File: config.mk
export PLATFORM = sky130hd
export DESIGN_NAME = multicycle_control
export DESIGN_NICKNAME = d
export VERILOG_FILES = /design/src/rtl/ctrl_pkg.sv /design/src/rtl/ctrl_opcode_class.sv /design/src/rtl/multicycle_control.sv
export SDC_FILE = /design/constraint.sdc
export NUM_CORES = 1
export LEC_CHECK = 0
export CAP_MARGIN = 5
export CORE_ASPECT_RATIO = 0.8
export CORE_MARGIN = 2
export CORE_UTILIZATION = 29
export CTS_BUF_LIST = sky130_fd_sc_hd__clkbuf_4
export DETAILED_ROUTE_END_ITERATION = 10
export GPL_ROUTABILITY_DRIVEN = 0
export HOLD_SLACK_MARGIN = 0.03
export SYNTH_ARGS = -nofsm -noshare
export SYNTH_HDL_FRONTEND = slang
export SYNTH_HIERARCHICAL = 1
export SYNTH_SLANG_ARGS = --single-unit
File: constraint.sdc
create_clock -name i_clk -period 1.78 [get_ports i_clk]
set_input_delay 0.356 -clock i_clk [delete_from_list [all_inputs] [get_ports i_clk]]
set_output_delay 0.356 -clock i_clk [all_outputs]
set_load 0.05 [all_outputs]
File: src/rtl/ctrl_pkg.sv
// Shared encodings for the multicycle RV32I control unit: FSM states, opcodes,
// ALU-op classes and datapath mux selects.
package ctrl_pkg;

    typedef enum logic [3:0] {
        S_FETCH  = 4'd0,
        S_DECODE = 4'd1,
        S_EXEC_R = 4'd2,
        S_EXEC_I = 4'd3,
        S_ADDR   = 4'd4,
        S_MEM_RD = 4'd5,
        S_MEM_WR = 4'd6,
        S_WB_ALU = 4'd7,
        S_WB_MEM = 4'd8,
        S_BRANCH = 4'd9,
        S_JUMP   = 4'd10,
        S_TRAP   = 4'd11
    } state_t;

    localparam logic [6:0] OP_R      = 7'b0110011;
    localparam logic [6:0] OP_IMM    = 7'b0010011;
    localparam logic [6:0] OP_LOAD   = 7'b0000011;
    localparam logic [6:0] OP_STORE  = 7'b0100011;
    localparam logic [6:0] OP_BRANCH = 7'b1100011;
    localparam logic [6:0] OP_JAL    = 7'b1101111;

    typedef enum logic [1:0] {
        ALU_ADD   = 2'b00,
        ALU_CMP   = 2'b01,
        ALU_FUNCT = 2'b10
    } alu_op_t;

    typedef enum logic [1:0] {
        SRC_A_PC     = 2'd0,
        SRC_A_OLD_PC = 2'd1,
        SRC_A_RS1    = 2'd2
    } src_a_t;

    typedef enum logic [1:0] {
        SRC_B_RS2  = 2'd0,
        SRC_B_FOUR = 2'd1,
        SRC_B_IMM  = 2'd2
    } src_b_t;

    typedef enum logic [1:0] {
        WB_ALUOUT   = 2'd0,
        WB_MEM_DATA = 2'd1,
        WB_PC4      = 2'd2
    } wb_sel_t;

    typedef enum logic [2:0] {
        CLS_R,
        CLS_IMM,
        CLS_MEM,
        CLS_BRANCH,
        CLS_JAL,
        CLS_ILLEGAL
    } op_class_t;

endpackage

File: src/rtl/ctrl_opcode_class.sv
// Combinational opcode classifier used by DECODE to pick the execute path.
// JAL is recognised only when MULTICYCLE_CTRL_JAL_EN is defined.
module ctrl_opcode_class
    import ctrl_pkg::*;
(
    input  logic [6:0] i_opcode,
    output op_class_t  o_class
);

    always_comb begin
        case (i_opcode)
            OP_R:      o_class = CLS_R;
            OP_IMM:    o_class = CLS_IMM;
            OP_LOAD:   o_class = CLS_MEM;
            OP_STORE:  o_class = CLS_MEM;
            OP_BRANCH: o_class = CLS_BRANCH;
`ifdef MULTICYCLE_CTRL_JAL_EN
            OP_JAL:    o_class = CLS_JAL;
`else
            OP_JAL:    o_class = CLS_ILLEGAL;
`endif
            default:   o_class = CLS_ILLEGAL;
        endcase
    end

endmodule

File: src/rtl/multicycle_control.sv
// Multicycle RV32I control FSM with opcode latch and retired-instruction counter.
// Optional JAL support is enabled by defining MULTICYCLE_CTRL_JAL_EN.
module multicycle_control
    import ctrl_pkg::*;
#(
    parameter int ALUOP_W = 2,
    parameter int CNT_W   = 32
) (
    input  logic               i_clk,
    input  logic               i_rst_n,
    input  logic [6:0]         i_opcode,
    input  logic               i_mem_ready,
    input  logic               i_branch_taken,
    output logic               o_pc_write,
    output logic               o_pc_src,
    output logic               o_ir_write,
    output logic               o_mem_iord,
    output logic               o_mem_read,
    output logic               o_mem_write,
    output logic [1:0]         o_alu_src_a,
    output logic [1:0]         o_alu_src_b,
    output logic [ALUOP_W-1:0] o_alu_op,
    output logic               o_reg_write,
    output logic [1:0]         o_wb_sel,
    output logic               o_illegal,
    output logic [CNT_W-1:0]   o_retired
);

    state_t           state_q, state_d;
    logic [6:0]       opcode_q;
    logic [CNT_W-1:0] retired_q;
    op_class_t        op_class;
    logic             retire;
    alu_op_t          alu_op;
    src_a_t           src_a;
    src_b_t           src_b;
    wb_sel_t          wb_sel;

    ctrl_opcode_class u_opcode_class (
        .i_opcode (i_opcode),
        .o_class  (op_class)
    );

    // NOTE: sequential state uses non-blocking assignments so every register
    // samples the pre-edge values, independent of block ordering.
    always_ff @(posedge i_clk or negedge i_rst_n) begin
        if (!i_rst_n) state_q <= S_FETCH;
        else          state_q <= state_d;
    end

    // ADDR chooses load vs store from this copy; the IR may change after DECODE.
    always_ff @(posedge i_clk or negedge i_rst_n) begin
        if (!i_rst_n)                  opcode_q <= '0;
        else if (state_q == S_DECODE)  opcode_q <= i_opcode;
    end

    always_ff @(posedge i_clk or negedge i_rst_n) begin
        if (!i_rst_n)    retired_q <= '0;
        else if (retire) retired_q <= retired_q + CNT_W'(1);
    end

    // NOTE: every output of this block is given a default first, so no path
    // through the case statement can leave a value held and infer a latch.
    always_comb begin
        state_d     = state_q;
        retire      = 1'b0;
        o_pc_write  = 1'b0;
        o_pc_src    = 1'b0;
        o_ir_write  = 1'b0;
        o_mem_iord  = 1'b0;
        o_mem_read  = 1'b0;
        o_mem_write = 1'b0;
        o_reg_write = 1'b0;
        o_illegal   = 1'b0;
        src_a       = SRC_A_PC;
        src_b       = SRC_B_RS2;
        alu_op      = ALU_ADD;
        wb_sel      = WB_ALUOUT;

        case (state_q)
            S_FETCH: begin
                o_mem_read = 1'b1;
                src_b      = SRC_B_FOUR;
                if (i_mem_ready) begin
                    // Reset holds the FSM here; keep the IR and PC untouched.
                    o_ir_write = i_rst_n;
                    o_pc_write = i_rst_n;
                    state_d    = S_DECODE;
                end
            end
            S_DECODE: begin
                src_a = SRC_A_OLD_PC;
                src_b = SRC_B_IMM;
                case (op_class)
                    CLS_R:      state_d = S_EXEC_R;
                    CLS_IMM:    state_d = S_EXEC_I;
                    CLS_MEM:    state_d = S_ADDR;
                    CLS_BRANCH: state_d = S_BRANCH;
`ifdef MULTICYCLE_CTRL_JAL_EN
                    CLS_JAL:    state_d = S_JUMP;
`endif
                    default:    state_d = S_TRAP;
                endcase
            end
            S_EXEC_R: begin
                src_a   = SRC_A_RS1;
                src_b   = SRC_B_RS2;
                alu_op  = ALU_FUNCT;
                state_d = S_WB_ALU;
            end
            S_EXEC_I: begin
                src_a   = SRC_A_RS1;
                src_b   = SRC_B_IMM;
                alu_op  = ALU_FUNCT;
                state_d = S_WB_ALU;
            end
            S_ADDR: begin
                src_a   = SRC_A_RS1;
                src_b   = SRC_B_IMM;
                state_d = (opcode_q == OP_STORE) ? S_MEM_WR : S_MEM_RD;
            end
            S_MEM_RD: begin
                o_mem_read = 1'b1;
                o_mem_iord = 1'b1;
                if (i_mem_ready) state_d = S_WB_MEM;
            end
            S_MEM_WR: begin
                o_mem_write = 1'b1;
                o_mem_iord  = 1'b1;
                if (i_mem_ready) begin
                    retire  = 1'b1;
                    state_d = S_FETCH;
                end
            end
            S_WB_ALU: begin
                o_reg_write = 1'b1;
                wb_sel      = WB_ALUOUT;
                retire      = 1'b1;
                state_d     = S_FETCH;
            end
            S_WB_MEM: begin
                o_reg_write = 1'b1;
                wb_sel      = WB_MEM_DATA;
                retire      = 1'b1;
                state_d     = S_FETCH;
            end
            S_BRANCH: begin
                src_a      = SRC_A_RS1;
                src_b      = SRC_B_RS2;
                alu_op     = ALU_CMP;
                o_pc_src   = 1'b1;
                o_pc_write = i_branch_taken;
                retire     = 1'b1;
                state_d    = S_FETCH;
            end
`ifdef MULTICYCLE_CTRL_JAL_EN
            S_JUMP: begin
                o_reg_write = 1'b1;
                wb_sel      = WB_PC4;
                o_pc_write  = 1'b1;
                o_pc_src    = 1'b1;
                retire      = 1'b1;
                state_d     = S_FETCH;
            end
`endif
            S_TRAP: begin
                o_illegal = 1'b1;
            end
            default: state_d = S_FETCH;
        endcase
    end

    always_comb begin
        o_alu_op      = '0;
        o_alu_op[1:0] = alu_op;
    end

    assign o_alu_src_a = src_a;
    assign o_alu_src_b = src_b;
    assign o_wb_sel    = wb_sel;
    assign o_retired   = retired_q;

endmodule

* Word level (Yosys, flattened, before mapping)
Index checks and enable logic that the tools add are counted.
** Operators by class
- $add $sub $neg :: 1
- Multipliers :: 0
- Div/mod/pow operators :: 0
- Magnitude comparators :: 0
- Equality and inequality tests :: 22
- Shift operators :: 0
- Multiplexer cells :: 22
- Bitwise operators :: 1
- Reductions and logical operators :: 11
** Operators by type and width (count)
- $add 32x1->32 const B :: 1
- $pmux 4 s7 :: 1
- $eq 7x6->1 const B :: 3
- $eq 4x3->1 const B :: 4
- $pmux 4 s4 :: 1
- $eq 4x4->1 const B :: 3
- $mux 4 :: 3
- $pmux 2 s2 :: 3
- $pmux 3 s4 :: 1
- $mux 1 :: 10
- $reduce_or 2->1 :: 5
- $eq 4x2->1 const B :: 2
- $eq 7x2->1 const B :: 1
- $eq 7x5->1 const B :: 1
- $eq 7x7->1 const B :: 1
- $eq 3x2->1 const B :: 2
- $ne 2x2->1 const B :: 3
- $reduce_or 3->1 :: 2
- $eq 4x1->1 const B :: 1
- $logic_not 4->1 :: 1
- $pmux 1 s2 :: 2
- $reduce_and 4->1 :: 1
- $reduce_or 4->1 :: 1
- $eq 3x1->1 const B :: 1
- 3 further kinds :: 3
** Word-level totals
- Register bits :: 43
- Bits in latches :: 0
- RAM bits :: 0
- Bits in read-only memories :: 0
- Input bits :: 11
- Output and inout port bits :: 48
- Logic and storage cells :: 60
- Memories :: 0

* Depth between registers and ports, before layout
Gate-level depths: netlist of run 1.
- Depth in word-level cells :: 6
- Gate-level depth with buffers :: 6
- Mapped depth without buffers :: 6

* By module
The synthesis of run 1 kept the hierarchy.
** By module, submodules not included
- multicycle_control :: instances 1, cells each 222, area each 2294.7 sq um, seq. area each 1076.0 sq um
- ctrl_opcode_class :: instances 1, cells each 7, area each 48.8 sq um, seq. area each 0.0 sq um

* Worst setup path before layout of run 1
Ideal clock, no wire load.
- Path type :: reg-to-output
- From :: register state_q[2]
- To :: output port o_pc_write
- Arrival :: 3177 ps
- Required time :: 1424 ps
- Path slack :: -1753 ps
- Stages on the path, launching flop included :: 5
- Buffers on the path :: 1
- Cells stage by stage :: dfrtp_1 > clkbuf_1 > nor4_1 > and3_1 > a21o_1
** On the way
- Cells in the longest elaborated chain, start to end :: 2
- Elaborated cells between the ends (all ways) :: 3
- Classes of those cells :: eq/ne (1); mux (1); reduce/logical (1)
** RTL lines
- start, declared :: RTL line multicycle_control.sv:29 : state_t state_q, state_d;
- start signal, assigned :: RTL line multicycle_control.sv:48 : else state_q <= state_d;
- $eq 4x4->1 / $logic_not 4->1 (equally long branches) :: RTL line multicycle_control.sv:80 : case (state_q)
- $pmux 1 s2 (*) :: RTL line multicycle_control.sv:80
- end, declared :: RTL line multicycle_control.sv:14 : output logic o_pc_write,
Mark *: on every way between the ends. The rest lies on a longest branch, timed or not.

* Worst setup path after layout of run 1
- From :: register state_q[1]
- To :: output port o_alu_src_a[1]
** On the way
- Cells in the longest elaborated chain, start to end :: 3
- Elaborated cells between the ends (all ways) :: 7
- Classes of those cells :: eq/ne (5); mux (1); reduce/logical (1)
** RTL lines
- $eq 4x3->1 (tied with other cells) :: RTL line multicycle_control.sv:80
- $reduce_or 4->1 (no line)
- $pmux 2 s2 (*) :: RTL line multicycle_control.sv:80
- end, declared :: RTL line multicycle_control.sv:20 : output logic [1:0] o_alu_src_a,
Marks and branches as above.

==> results.cfg, run 1 <==
[status]
outcome = finished, violations left
violations = setup timing

[sta]
max_freq_mhz = 506
worst_hold_slack_ps = 112
period_needed_ps = 1980
setup_violations = 13
report.final.hold_viol_count = 0
fin_skew_ps = 17.5
rsz0062_at_grt = yes
period_share = 1.11
relSlewSlack = 0.625
worst-slew-pin-transition_ps = 563
timing.final.ws_setup_ps = -196
slew_viol_final = 0

[critical_path]
crit_required_ps = 1420
reg2reg_slack_ps = 70
cp_slowest_stage_delay_ps = 480
end_kind = output port
crit_type = register to output port
crit_fanout = 7
crit_arrival_ps = 1620
startpoint_type = register
worstPathCellList = inv_2 > buf_6 > mux2_4 > o2bb2ai_4 > buf_12
reg2reg_depth = 6
crit_slowest_cell = dfrtp_2

[global_routing]
antenna_found_initial = 0
grt_pass1_wl_um = 10500
grt.overflow.total = 0
grt_pass1_vias = 2082
grt_use_total = 0.148
grt_max_degree = 44

[place]
dpl.cell_count = 412
pre_cts_ws_ps = -200
port_buffers = 57
dp.final_hpwl_um = 4600

[finish]
regArea_um2 = 1110
drive_gt1_frac = 0.547
layout.nets = 342
n_antenna_cell = 0
fillers = 742
stdcell_count = 439
multi_input_area_um2 = 1460
areaGrowthSynthToFinish_pct = 67.0

[power]
peakVddDrop_mv = 0.664
p_per_area_nw_per_um2 = 1400
internal_power_mw = 3.12
p_leak_nw = 1.63
p_sw_mw = 2.35
clockPowerShare = 0.119
pwr-share-comb = 0.623
p_sw_frac = 0.429
p_seq_frac = 0.259

[yosys]
synth_edf_count = 0
async_flop_share = 1.00
yosysUniqueCellTypes = 48
yosysSeqAreaShare = 0.459
avgSynthCellArea_um2 = 10.2
synth_top_area_share = 0.459
syn_nets = 241
synth.cells.most_frequent = dfrtp_1 (43), xnor2_1 (20), nand2_1 (18)
yosysMostFrequentCell = dfrtp_1
synth_area_leaders = dfrtp_1 (46%), xnor2_1 (7.5%), xor2_1 (4.5%)
synthCells = 229
synth_largest_area_cell = dfrtp_1
synth_warnings = 6
ys.flop_type = dfrtp_1
synth-seq-cells = 43
syn-cell-area_um2 = 2340

[drt]
first_iter_violations = 86
routed_wl_um = 6520
antenna_left = 0
vias = 2139
drc = 0
via_per_inst = 4.87
drt_first_pass_iters = 4
routedWlPerCell_um = 14.9

[floorplan]
io_pins = 59
fp.dieH_um = 84.4
die_w_um = 105
rows = 29
die_area_um2 = 8820
fp.coreArea_um2 = 7870
start_util = 0.298

[clocking]
cts_made_buffers = 5
path_clk_slew_ps = 130
htreeDepth = 2
cts_hold_buf = 0
cts_buffer_depth = 2
numClockSinks = 43
clk_latency_ps = 360
cts_root_buffer = clkbuf_4
cts_tree = yes

[min_path]
hp-class = input pin to async pin

[flow_run]
drv_cap = 0
## path summary, 6_finish.rpt
kind / start / to
worst max register to register: o_retired[0]$_DFFE_PN0P_ / o_retired[26]$_DFFE_PN0P_
worst min register to register: o_retired[31]$_DFFE_PN0P_ / o_retired[31]$_DFFE_PN0P_
worst min-delay path: i_rst_n / o_retired[21]$_DFFE_PN0P_
worst max-delay path: state_q[1]$_DFFE_PN0P_ / o_alu_src_a[1]
max in group asynchronous: i_rst_n / o_retired[17]$_DFFE_PN0P_
min in group i_clk: o_retired[31]$_DFFE_PN0P_ / o_retired[31]$_DFFE_PN0P_
## kinds of logic after synthesis
logic type / share of synthesized area
multiplexers: 0.0475
adder cells (fa/ha/maj): 0.00534
AND/OR/NAND/NOR: 0.262
AO/OA/AOI/OAI: 0.0662
XOR/XNOR: 0.120
buffers and inverters: 0.0384
flip-flops: 0.459
other: 0.00160
## state kept, by name, indices dropped and copies added (netlist names)
register	cells
o_retired	32
state_q	4
opcode_q	7
## stage by stage
stage | total power, mW | util | setup TNS, ps | cell area [um^2]
6_report | 5.47 | 0.497 | -1220 | 3910
5_1_grt | 5.74 | 0.497 | -2280 | 3910
4_1_cts | 5.44 | 0.480 | -1540 | 3780
3_5_place_dp | 4.55 | 0.457 | -2650 | 3600
3_3_place_gp | 4.51 | 0.457 | -2300 | 3600
2_1_floorplan | 3.30 | - | -1600 | 2630
## cells in the final DEF (no fill, tap or decap), types with 3 or more instances in the layout
cell type         n
buf_4            68
dfrtp_2          31
xnor2_1          20
buf_12           19
nand2_1          16
nand4_1          14
xor2_1           12
dfrtp_1          12
clkdlybuf4s50_1   9
buf_6             9
mux2_4            8
nor2_1            8
nand3_1           7
clkbuf_4          7
inv_1             6
nor4_4            6
nor3_4            5
nor3_1            4
nor2_4            3
o21ai_0           3
nor4_1            3
and3_1            3
or3_1             3
nand4b_1          3
## power groups by stage
stage                     Sequential [mW]  Clock, mW  Combinational (mW)
final                                1.42      0.649                3.41
after global routing                 1.45      0.710                3.58
after CTS                            1.42      0.678                3.34
after detailed placement             1.44          0                3.11
after global placement               1.43          0                3.08
after floorplan                      1.58          0                1.72
## critical path: cells and delay by family, from the launching register on
| family | cells | cell delay, ps |
|---|---|---|
| flip-flops | 1 | 480 |
| multiplexers | 1 | 280 |
| buffers and inverters | 3 | 370 |
| AO/OA/AOI/OAI | 1 | 140 |
## routing by layer
metal | part of all wire | GRT usage | up-vias
met2 | 0.49 | 0.237 | 39
met5 | 0 | 0 | -
met3 | 0.034 | 0.0264 | 4
li1 | - | - | 1026
met4 | 0.0074 | 0.0442 | 0
met1 | 0.46 | 0.204 | 1070
## cell type report
class                      count  area share
multi-input combinational    166       0.374
clock buffer                   7      0.0134
timing repair buffer         106       0.278
sequential                    43       0.285
clock inverter                 1     0.00767
tap                          108      0.0345
inverter                       8     0.00767
## timing repair
action	4_1_cts	5_1_grt
buffers inserted	5	15
pin swaps	3	6
endpoints found under the setup margin	14	21
gates resized for setup	17	6
gates cloned	0	0
No activity file was read; power rests on OpenSTA's default activity.
==> run 2, diff against run 1 <==
Settings changed: CORE_MARGIN 2 to default, REMOVE_ABC_BUFFERS from default to 1.
==> run 2 against run 1 <==
Against the previous run:
- the flow still finishes with violations (setup timing)
- critical path depth down 1
- cell area down 1.2%
- critical path type unchanged
- clock skew down 9.1 ps
- final cell count up 2.1%
- routed wire length up 3.1%
- clock power down 30%
- sequential power about the same
- sequential share of layout area down 0.54 points
- largest cell class unchanged
- critical endpoint is now o_pc_write
- combinational power up 5.9%
- register-to-register slack about the same
- largest power group unchanged
- global-route usage up 1.6 points
- setup slack worse by 20 ps
==> results.cfg, run 2 (synthesis results as in run 1) <==
[global_routing]
grt_use_total = 0.163
antenna_found_initial = 0
grt_pass1_vias = 2061
grt.overflow.total = 0
grt_max_degree = 44
grt_pass1_wl_um = 10600

[finish]
mostFrequentLayoutCells = buf_4 (78), dfrtp_1 (39), xnor2_1 (20)
fillers = 698
largest_reg_flops = 32
multi_input_area_um2 = 1390
n_antenna_cell = 0
regArea_um2 = 1080
areaGrowthSynthToFinish_pct = 65.1
layout.nets = 355
drive_gt1_frac = 0.475
final_common_cell = buf_4
stdcell_count = 448

[drt]
routedWlPerCell_um = 15.0
via_per_inst = 4.88
routed_wl_um = 6720
drc = 0
antenna_left = 0
drt_first_pass_iters = 4
first_iter_violations = 126
vias = 2187

[status]
violations = setup timing
outcome = finished, violations left

[critical_path]
startpoint_type = register
crit_required_ps = 1420
end_kind = output port
crit_arrival_ps = 1640
crit_fanout = 4
crit_type = register to output port

[floorplan]
die_w_um = 103
start_util = 0.308
io_pins = 59
fp.coreArea_um2 = 7600
fp.dieH_um = 82.4
die_area_um2 = 8450
rows = 28

[sta]
period_needed_ps = 2000
report.final.hold_viol_count = 0
relSlewSlack = 0.624
max_freq_mhz = 501
period_share = 1.12
slew_viol_final = 0
rsz0062_at_grt = yes
fin_skew_ps = 8.38
worst-slew-pin-transition_ps = 564
timing.final.ws_setup_ps = -216
setup_violations = 15

[clocking]
cts_made_buffers = 5
path_clk_slew_ps = 130
clk_latency_ps = 340
cts_root_buffer = clkbuf_4
cts_buffer_depth = 2
numClockSinks = 43
cts_tree = yes
htreeDepth = 2
cts_hold_buf = 0

[flow_run]
drv_cap = 0

[place]
dpl.cell_count = 425
port_buffers = 57
dp.final_hpwl_um = 4650

[power]
p_per_area_nw_per_um2 = 1410
peakVddDrop_mv = 0.741
power_mw = 5.46
p_leak_nw = 1.67

[min_path]
hp-class = input pin to async pin
-- run 2: cell types whose count changed in the layout (fill, tap and decap cells not counted), moves of 3 or more --
cell	change
dfrtp_2	-27
dfrtp_1	+27
mux2_4	-8
buf_4	+10
mux2_2	+8
buf_6	+3
-- run 2: worst paths after layout --
path,depth (start not counted),end,start,slack [ps]
max,4,o_pc_write,state_q[2]$_DFFE_PN0P_,-220
min,2,opcode_q[5]$_DFFE_PN0P_,i_rst_n,100
max reg2reg,7,opcode_q[2]$_DFFE_PN0P_,state_q[2]$_DFFE_PN0P_,60
min reg2reg,1,o_retired[31]$_DFFE_PN0P_,o_retired[31]$_DFFE_PN0P_,490
max in group asynchronous,2,state_q[0]$_DFFE_PN0P_,i_rst_n,1250
min in group i_clk,1,o_retired[31]$_DFFE_PN0P_,o_retired[31]$_DFFE_PN0P_,490
-- run 2: power by group --
group	total (mW)	internal, mW	switching (mW)	leakage [nW]
combinational	3.61	1.73	1.89	1.11
sequential	1.39	1.17	0.213	0.522
clock	0.456	0.141	0.315	0.0285
-- run 2: timing repair --
item | CTS | global route
setup endpoints to repair | 17 | 25
pin swaps | 5 | 11
setup buffers | 7 | 11
resized for setup | 35 | 28
-- run 2: routing by layer --
layer / vias to the layer above / wire [um] / global-route usage
met2: 62 / 3060 / 0.244
met5: - / 0 / 0
met3: 2 / 285 / 0.0261
met1: 1066 / 3340 / 0.245
met4: 0 / 35 / 0.0371
li1: 1057 / - / -
-- run 2: through the flow --
| stage | utilization | TNS [ps] | cell area [um^2] | hold WS, ps | setup slack, ps |
|---|---|---|---|---|---|
| global route | 0.509 | -2230 | 3870 | 144 | -269 |
| CTS | 0.481 | -1460 | 3660 | 141 | -196 |
| finish | 0.509 | -1520 | 3870 | 105 | -216 |
| floorplan | - | -19290 | 2280 | 60.4 | -1800 |
| detailed placement | 0.450 | -2260 | 3420 | 471 | -214 |
| global placement | 0.450 | -1720 | 3420 | 461 | -216 |
-- run 2: area by class of cell --
cell class | instances | share of cell area
clock buffer | 5 | 0.00970
multi-input combinational | 166 | 0.360
sequential | 43 | 0.279
timing repair buffer | 119 | 0.307
clock inverter | 2 | 0.00226
tap | 105 | 0.0340
inverter | 8 | 0.00776
-- run 2: critical path, cell delays in order (launching register included) --
cell,delay (ps)
dfrtp_2,470
nor4_4,320
and3_4,240
a21o_1,120
buf_12,140
